File: src/rtl/tm1638_frame_tx_if.sv
// Panel-side bundle for the TM1638 frame transmitter: frame content and enable in,
// 3-wire serial lines and frame status out.
interface tm1638_frame_tx_if;
   logic        en;
   logic [7:0]  led;
   logic [31:0] digits;
   logic        tm_clk;
   logic        tm_stb;
   logic        tm_dio;
   logic        busy;
   logic        frame_done;

   modport master (
      output en, led, digits,
      input  tm_clk, tm_stb, tm_dio, busy, frame_done
   );

   modport slave (
      input  en, led, digits,
      output tm_clk, tm_stb, tm_dio, busy, frame_done
   );
endinterface

File: src/rtl/tm1638_frame_tx.sv
// Continuously refreshes a TM1638 panel (write-only): data-set command, address plus
// 16 display bytes, then display-control, all paced by a tick divider.
//
// state | meaning
// IDLE  | waiting for a tick with en=1 to snapshot led/digits
// CMD1  | data-set command 0x40 (auto-increment write)
// GAP1  | one tick with STB high
// CMD2  | address 0xC0 followed by 16 display bytes
// GAP2  | one tick with STB high
// CMD3  | display-control 0x88|BRIGHT; frame_done on its STB rise
// FGAP  | GAP_TICKS ticks with STB high before the next frame
module tm1638_frame_tx #(
   parameter int CLK_DIV   = 50,
   parameter int BRIGHT    = 7,
   parameter int GAP_TICKS = 2
) (
   input logic              clk_50M,
   input logic              rs,
   tm1638_frame_tx_if.slave bus
);

   localparam int DW = (CLK_DIV > 1) ? $clog2(CLK_DIV) : 1;
   localparam int GW = (GAP_TICKS > 1) ? $clog2(GAP_TICKS) : 1;
   localparam logic [GW-1:0] GAP_LOAD  = GW'(GAP_TICKS - 1);
   localparam logic [7:0]    CMD3_BYTE = 8'h88 | {5'd0, 3'(BRIGHT)};

   typedef enum logic [2:0] {S_IDLE, S_CMD1, S_GAP1, S_CMD2, S_GAP2, S_CMD3, S_FGAP} state_t;
   typedef enum logic [1:0] {P_FALL, P_BIT, P_RISE} phase_t;

   state_t        state_q, state_d;
   phase_t        sub_q, sub_d;
   logic [DW-1:0] div_q;
   logic [2:0]    bit_q, bit_d;
   logic          half_q, half_d;
   logic [4:0]    byte_q, byte_d;
   logic [7:0]    sh_q, sh_d;
   logic [GW-1:0] gap_q, gap_d;
   logic [7:0]    led_q, led_d;
   logic [31:0]   dig_q, dig_d;
   logic          stb_q, stb_d, clk_q, clk_d, dio_q, dio_d;
   logic          busy_q, busy_d, done_q, done_d;
   logic          tick;
   logic [4:0]    last_byte;

   function automatic logic [7:0] seg7(input logic [3:0] h);
      case (h)
         4'h0: seg7 = 8'h3F;
         4'h1: seg7 = 8'h06;
         4'h2: seg7 = 8'h5B;
         4'h3: seg7 = 8'h4F;
         4'h4: seg7 = 8'h66;
         4'h5: seg7 = 8'h6D;
         4'h6: seg7 = 8'h7D;
         4'h7: seg7 = 8'h07;
         4'h8: seg7 = 8'h7F;
         4'h9: seg7 = 8'h6F;
         4'hA: seg7 = 8'h77;
         4'hB: seg7 = 8'h7C;
         4'hC: seg7 = 8'h39;
         4'hD: seg7 = 8'h5E;
         4'hE: seg7 = 8'h79;
         default: seg7 = 8'h71;
      endcase
   endfunction

   // CMD2 byte idx (1..16): odd addresses carry LED i, even addresses carry digit i.
   function automatic logic [7:0] cmd2_byte(input logic [4:0] idx, input logic [7:0] leds,
                                            input logic [31:0] digs);
      logic [3:0] j;
      j = 4'(idx - 5'd1);
      if (j[0]) cmd2_byte = {7'b0, leds[j[3:1]]};
      else      cmd2_byte = seg7(digs[{j[3:1], 2'b00} +: 4]);
   endfunction

   assign tick      = (div_q == DW'(CLK_DIV - 1));
   assign last_byte = (state_q == S_CMD2) ? 5'd16 : 5'd0;

   always_ff @(posedge clk_50M) begin
      if (rs) begin
         state_q <= S_IDLE;
         sub_q   <= P_FALL;
         div_q   <= '0;
         bit_q   <= '0;
         half_q  <= 1'b0;
         byte_q  <= '0;
         sh_q    <= '0;
         gap_q   <= '0;
         led_q   <= '0;
         dig_q   <= '0;
         stb_q   <= 1'b1;
         clk_q   <= 1'b1;
         dio_q   <= 1'b1;
         busy_q  <= 1'b0;
         done_q  <= 1'b0;
      end else begin
         state_q <= state_d;
         sub_q   <= sub_d;
         div_q   <= tick ? '0 : div_q + 1'b1;
         bit_q   <= bit_d;
         half_q  <= half_d;
         byte_q  <= byte_d;
         sh_q    <= sh_d;
         gap_q   <= gap_d;
         led_q   <= led_d;
         dig_q   <= dig_d;
         stb_q   <= stb_d;
         clk_q   <= clk_d;
         dio_q   <= dio_d;
         busy_q  <= busy_d;
         done_q  <= done_d;
      end
   end

   always_comb begin
      state_d = state_q;
      if (tick) begin
         case (state_q)
            S_IDLE: if (bus.en) state_d = S_CMD1;
            S_CMD1: if (sub_q == P_RISE) state_d = S_GAP1;
            S_GAP1: state_d = S_CMD2;
            S_CMD2: if (sub_q == P_RISE) state_d = S_GAP2;
            S_GAP2: state_d = S_CMD3;
            S_CMD3: if (sub_q == P_RISE) state_d = S_FGAP;
            S_FGAP: if (gap_q == '0) state_d = S_IDLE;
            default: state_d = S_IDLE;
         endcase
      end
   end

   always_comb begin
      sub_d  = sub_q;
      bit_d  = bit_q;
      half_d = half_q;
      byte_d = byte_q;
      sh_d   = sh_q;
      gap_d  = gap_q;
      led_d  = led_q;
      dig_d  = dig_q;
      stb_d  = stb_q;
      clk_d  = clk_q;
      dio_d  = dio_q;
      busy_d = busy_q;
      done_d = 1'b0;
      if (tick) begin
         case (state_q)
            S_IDLE: begin
               if (bus.en) begin
                  led_d  = bus.led;
                  dig_d  = bus.digits;
                  busy_d = 1'b1;
                  sub_d  = P_FALL;
               end
            end
            S_GAP1, S_GAP2: sub_d = P_FALL;
            S_FGAP: if (gap_q != '0) gap_d = gap_q - 1'b1;
            S_CMD1, S_CMD2, S_CMD3: begin
               case (sub_q)
                  P_FALL: begin
                     stb_d  = 1'b0;
                     sub_d  = P_BIT;
                     bit_d  = '0;
                     half_d = 1'b0;
                     byte_d = '0;
                     case (state_q)
                        S_CMD1:  sh_d = 8'h40;
                        S_CMD2:  sh_d = 8'hC0;
                        default: sh_d = CMD3_BYTE;
                     endcase
                  end
                  P_BIT: begin
                     if (!half_q) begin
                        clk_d  = 1'b0;
                        dio_d  = sh_q[0];
                        half_d = 1'b1;
                     end else begin
                        clk_d  = 1'b1;
                        half_d = 1'b0;
                        bit_d  = bit_q + 1'b1;
                        sh_d   = sh_q >> 1;
                        if (bit_q == 3'd7) begin
                           if (byte_q == last_byte) begin
                              sub_d = P_RISE;
                           end else begin
                              byte_d = byte_q + 5'd1;
                              sh_d   = cmd2_byte(byte_q + 5'd1, led_q, dig_q);
                           end
                        end
                     end
                  end
                  default: begin
                     stb_d = 1'b1;
                     dio_d = 1'b1;
                     if (state_q == S_CMD3) begin
                        done_d = 1'b1;
                        busy_d = 1'b0;
                        gap_d  = GAP_LOAD;
                     end
                  end
               endcase
            end
            default: ;
         endcase
      end
   end

   assign bus.tm_clk     = clk_q;
   assign bus.tm_stb     = stb_q;
   assign bus.tm_dio     = dio_q;
   assign bus.busy       = busy_q;
   assign bus.frame_done = done_q;

endmodule

File: src/flat_wrapper.sv
// flat-port wrapper written by rule: the top's interface ports become plain ports
module tm1638_frame_tx_flat 
#(
   parameter int CLK_DIV   = 50,
   parameter int BRIGHT    = 7,
   parameter int GAP_TICKS = 2
)
  (clk_50M, rs, bus_en, bus_led, bus_digits, bus_tm_clk, bus_tm_stb, bus_tm_dio, bus_busy, bus_frame_done);
  tm1638_frame_tx_if bus_i ();
  input logic clk_50M;
  input logic rs;
  input wire logic [$bits(bus_i.en)-1:0] bus_en;
  input wire logic [$bits(bus_i.led)-1:0] bus_led;
  input wire logic [$bits(bus_i.digits)-1:0] bus_digits;
  output wire logic [$bits(bus_i.tm_clk)-1:0] bus_tm_clk;
  output wire logic [$bits(bus_i.tm_stb)-1:0] bus_tm_stb;
  output wire logic [$bits(bus_i.tm_dio)-1:0] bus_tm_dio;
  output wire logic [$bits(bus_i.busy)-1:0] bus_busy;
  output wire logic [$bits(bus_i.frame_done)-1:0] bus_frame_done;
  assign bus_i.en = bus_en;
  assign bus_i.led = bus_led;
  assign bus_i.digits = bus_digits;
  assign bus_tm_clk = bus_i.tm_clk;
  assign bus_tm_stb = bus_i.tm_stb;
  assign bus_tm_dio = bus_i.tm_dio;
  assign bus_busy = bus_i.busy;
  assign bus_frame_done = bus_i.frame_done;
  tm1638_frame_tx #(.CLK_DIV(CLK_DIV), .BRIGHT(BRIGHT), .GAP_TICKS(GAP_TICKS)) u_core (.clk_50M(clk_50M), .rs(rs), .bus(bus_i));
endmodule
File: config.mk
export PLATFORM = sky130hd
export DESIGN_NAME = tm1638_frame_tx_flat
export DESIGN_NICKNAME = d
export VERILOG_FILES = /design/src/rtl/tm1638_frame_tx_if.sv /design/src/rtl/tm1638_frame_tx.sv /design/src/flat_wrapper.sv
export SDC_FILE = /design/constraint.sdc
export NUM_CORES = 1
export LEC_CHECK = 0
export ABC_AREA = 1
export CAP_MARGIN = 15
export CORE_MARGIN = 8
export CORE_UTILIZATION = 45
export DETAILED_ROUTE_END_ITERATION = 8
export PLACE_DENSITY = 0.7
export RECOVER_POWER = 25
export SLEW_MARGIN = 0
export SYNTH_ARGS = -nofsm -noshare
export SYNTH_HDL_FRONTEND = slang
export SYNTH_SLANG_ARGS = --single-unit
export TNS_END_PERCENT = 20
File: constraint.sdc
create_clock -name clk_50M -period 2.9 [get_ports clk_50M]
set_clock_uncertainty 0.1 [all_clocks]
set_input_delay 0.58 -clock clk_50M [delete_from_list [all_inputs] [get_ports clk_50M]]
set_output_delay 0.58 -clock clk_50M [all_outputs]
set_load 0.1 [all_outputs]
==> impl_metrics.toml <==
[cts]
clkTransAtPathRegs_ps = 80
cts_tree = "built"
numCtsBuffers = 9
cts_htree_levels = 3
clkLatencyLatePin_ps = 340
cts_sinks = 74
cts_buffer_depth = 2
cts_setup_buffers = 0
root_buffer = "clkbuf_8"

[critical_path]
worstPathCellList = "buf_4 -> ha_1 -> inv_2 -> nand2_1 -> nand2_2 -> nor2_4 -> nand2_1 -> nand2_2 -> nand3_1 -> nand2_4 -> inv_2 -> ha_1 -> nor2_1 -> nand2_1 -> o211ai_1 -> nand2_1 -> nand2_1 -> a21oi_1"
crit_path_max_fanout = 9
worstSetupPathType = "reg -> reg"
worst-r2r-cell-count = 18
rrSetupSlack_ps = 320
critical_path.most_common_cell = "nand2_1"
arrival_ps = 2710
cpPeakStageDelay_ps = 390
cp-end-kind = "flip-flop"
worst-path-buf-inv = 3
r2r_start = "u_core.byte_q[0]"
path_delay_family = "simple AND/OR/NAND/NOR gates"
crit_path_top_delay_cell = "dfxtp_1"
crit_path_start_kind = "flip-flop"
cp.required_ps = 3020
r2r-end = "u_core.sh_q[4]"

[sta]
rsz0062_at_grt = "no"
relSlewSlack_pct = 21.8
min_period_ps = 2580
min_period_over_period_pct = 89.1
worst_pin_slew_ps = 1180
tns_ps = 0
finalSetupViolCount = 0
drv_slew = 0
hold_viol_final = 0
fmax_mhz = 387

[yosys]
synth_edf_count = 0
synth_nets = 640
ys_warn_count = 0
synth_flop_cell = "dfxtp_1"
synth.yosys.seq_area_share_pct = 37.0
synth_top_area_cell = "dfxtp_1"
synth_area_per_cell_um2 = 6.84
yosys.cell_types.count = 38
syn_inst = 586
syn_area_um2 = 4010
postSynth.asyncResetShare_pct = 0
yosys_register_bits = 74
synth.area.top_cells = "dfxtp_1 (37%), nand2_1 (13%), a21oi_1 (8.0%), inv_1 (6.9%), o21ai_0 (6.4%)"
synth_top_area_share_pct = 37.0

[run_status]
status = "finished clean"

[cells_and_area]
stdcell_area_um2 = 4720
syn2layout_area_growth_pct = 17.8
n_fill_cell = 859
layout_commonest_cell = "nand2_1"
layout_common_cells = "nand2_1 (142), inv_1 (74), dfxtp_1 (73)"
drive_above_1_share_pct = 12.3
antenna-diode-count = 0
layout.nets = 682

[drt]
vias = 3709
viasPerCell = 5.01
drtAntennaViolNets = 0
postRouteWirelength_mm = 9.19
drt_first_pass_iters = 4
wl_per_cell_um = 12.4
dr.first_iter.drc_count = 160
drcViolationCount = 0

[min_path]
hold_depth = 1
hp-start = "u_core.div_q[0]"
hold_path_end = "u_core.div_q[0]"
hold_path.class = "reg -> reg"

[place]
dp_hpwl_mm = 6.74
port_buffers = 47
gp_congestion = 0.860
dpl-instance-area_um2 = 4540

[power]
ir_drop_mv = 0.259
powerDensity_nw_per_um2 = 410
p_leak_nw = 2.07

[floorplan]
boundaryPins = 48
die_x_um = 110
die_h_um = 110
rows = 34
initial_utilization_pct = 46.2
core-area_um2 = 8680
dieArea_um2 = 12200

[global_routing]
grt_max_degree = 81
grt_pass1_vias = 3609
antenna_found_initial = 0
grt_pass1_wl_mm = 16.0
grtUsageTotal_pct = 16.2
grt_overflow = 0

[job]
maxCapViolations = 0
[cells by family (layout without fill, tap and decap cells)]
kind of cell	Yosys count	count (layout)	synth area share, %
adder cells (fa/ha/maj)	11	11	3.43
buffers and inverters	112	159	11.6
XOR/XNOR	3	3	0.656
AO/OA/AOI/OAI	141	141	19.0
flip-flops	74	74	37.0
AND/OR/NAND/NOR	245	245	28.3
[layer usage]
| metal | share of wire (%) | vias to the layer above | GRT usage [%] |
|---|---|---|---|
| met3 | 4.8 | 12 | 3.43 |
| li1 | - | 1960 | - |
| met2 | 46 | 71 | 26.5 |
| met5 | 0 | - | 0 |
| met1 | 47 | 1666 | 20.4 |
| met4 | 1.9 | 0 | 6.09 |
[layout make-up]
class / instances / area, um2 / share of cell area (%)
clock buffer: 12 / 155 / 3.29
clock inverter: 4 / 50.0 / 1.06
inverter: 92 / 350 / 7.42
multi-input combinational: 400 / 2070 / 43.8
sequential: 74 / 1480 / 31.4
tap: 108 / 135 / 2.86
timing repair buffer: 51 / 479 / 10.2
[cells in the mapped netlist, types with 2 or more instances]
cell type  number
nor2_1         30
inv_1          74
clkbuf_1       15
o211ai_1        3
a211oi_1        4
nand3_1        26
nand4_1         5
nand2_2        20
o21ai_0        51
nor2_4          3
inv_4           2
dfxtp_1        74
nand2_1       142
nor2_2          3
a21oi_1        64
xor2_1          2
o21ai_1         8
buf_6           3
ha_1           11
nor3_1          3
a21oi_2         4
inv_2          16
nand2_4         8
[worst max-delay path by stage]
stage,startpoint,to,slack (ps),cells after the start
2_1_floorplan,u_core.byte_q[0],u_core.sh_q[1],360,19
3_3_place_gp,u_core.byte_q[1],u_core.sh_q[5],360,18
6_report,u_core.byte_q[0],u_core.sh_q[4],320,18
3_5_place_dp,u_core.byte_q[1],u_core.sh_q[0],270,18
4_1_cts,u_core.byte_q[1],u_core.sh_q[5],250,18
5_1_grt,u_core.byte_q[0],u_core.sh_q[5],50,17
[what timing repair did]
action | CTS | global route
endpoints found under the setup margin | 0 | 1
hold buffers | 0 | 0
gates resized for setup | 0 | 2
[state kept, by name (all words and copies together), names as in the netlist, 2 cells and up]
register and cells:
u_core.dig_q 32, u_core.led_q 8, u_core.sh_q 8, u_core.div_q 6, u_core.byte_q 5, u_core.bit_q 3, u_core.state_q 3, u_core.sub_q 2
[per-stage QoR]
step	setup slack (ps)	util, %	hold slack [ps]	instances	power (mW)
6_report	315	54.4	370	741	1.93
5_1_grt	54.7	54.4	399	741	2.01
4_1_cts	250	54.6	376	741	1.95
3_5_place_dp	275	52.3	360	725	1.14
3_3_place_gp	359	52.3	349	725	1.14
2_1_floorplan	359	-	333	586	1.08
[power breakdown]
part           leakage, nW  total [mW]  switching (mW)  internal [mW]
sequential           0.597        1.02         0.00289           1.02
combinational         1.37      0.0944          0.0353         0.0591
clock               0.0986       0.818           0.375          0.443
(Power assumes the default switching activity.)
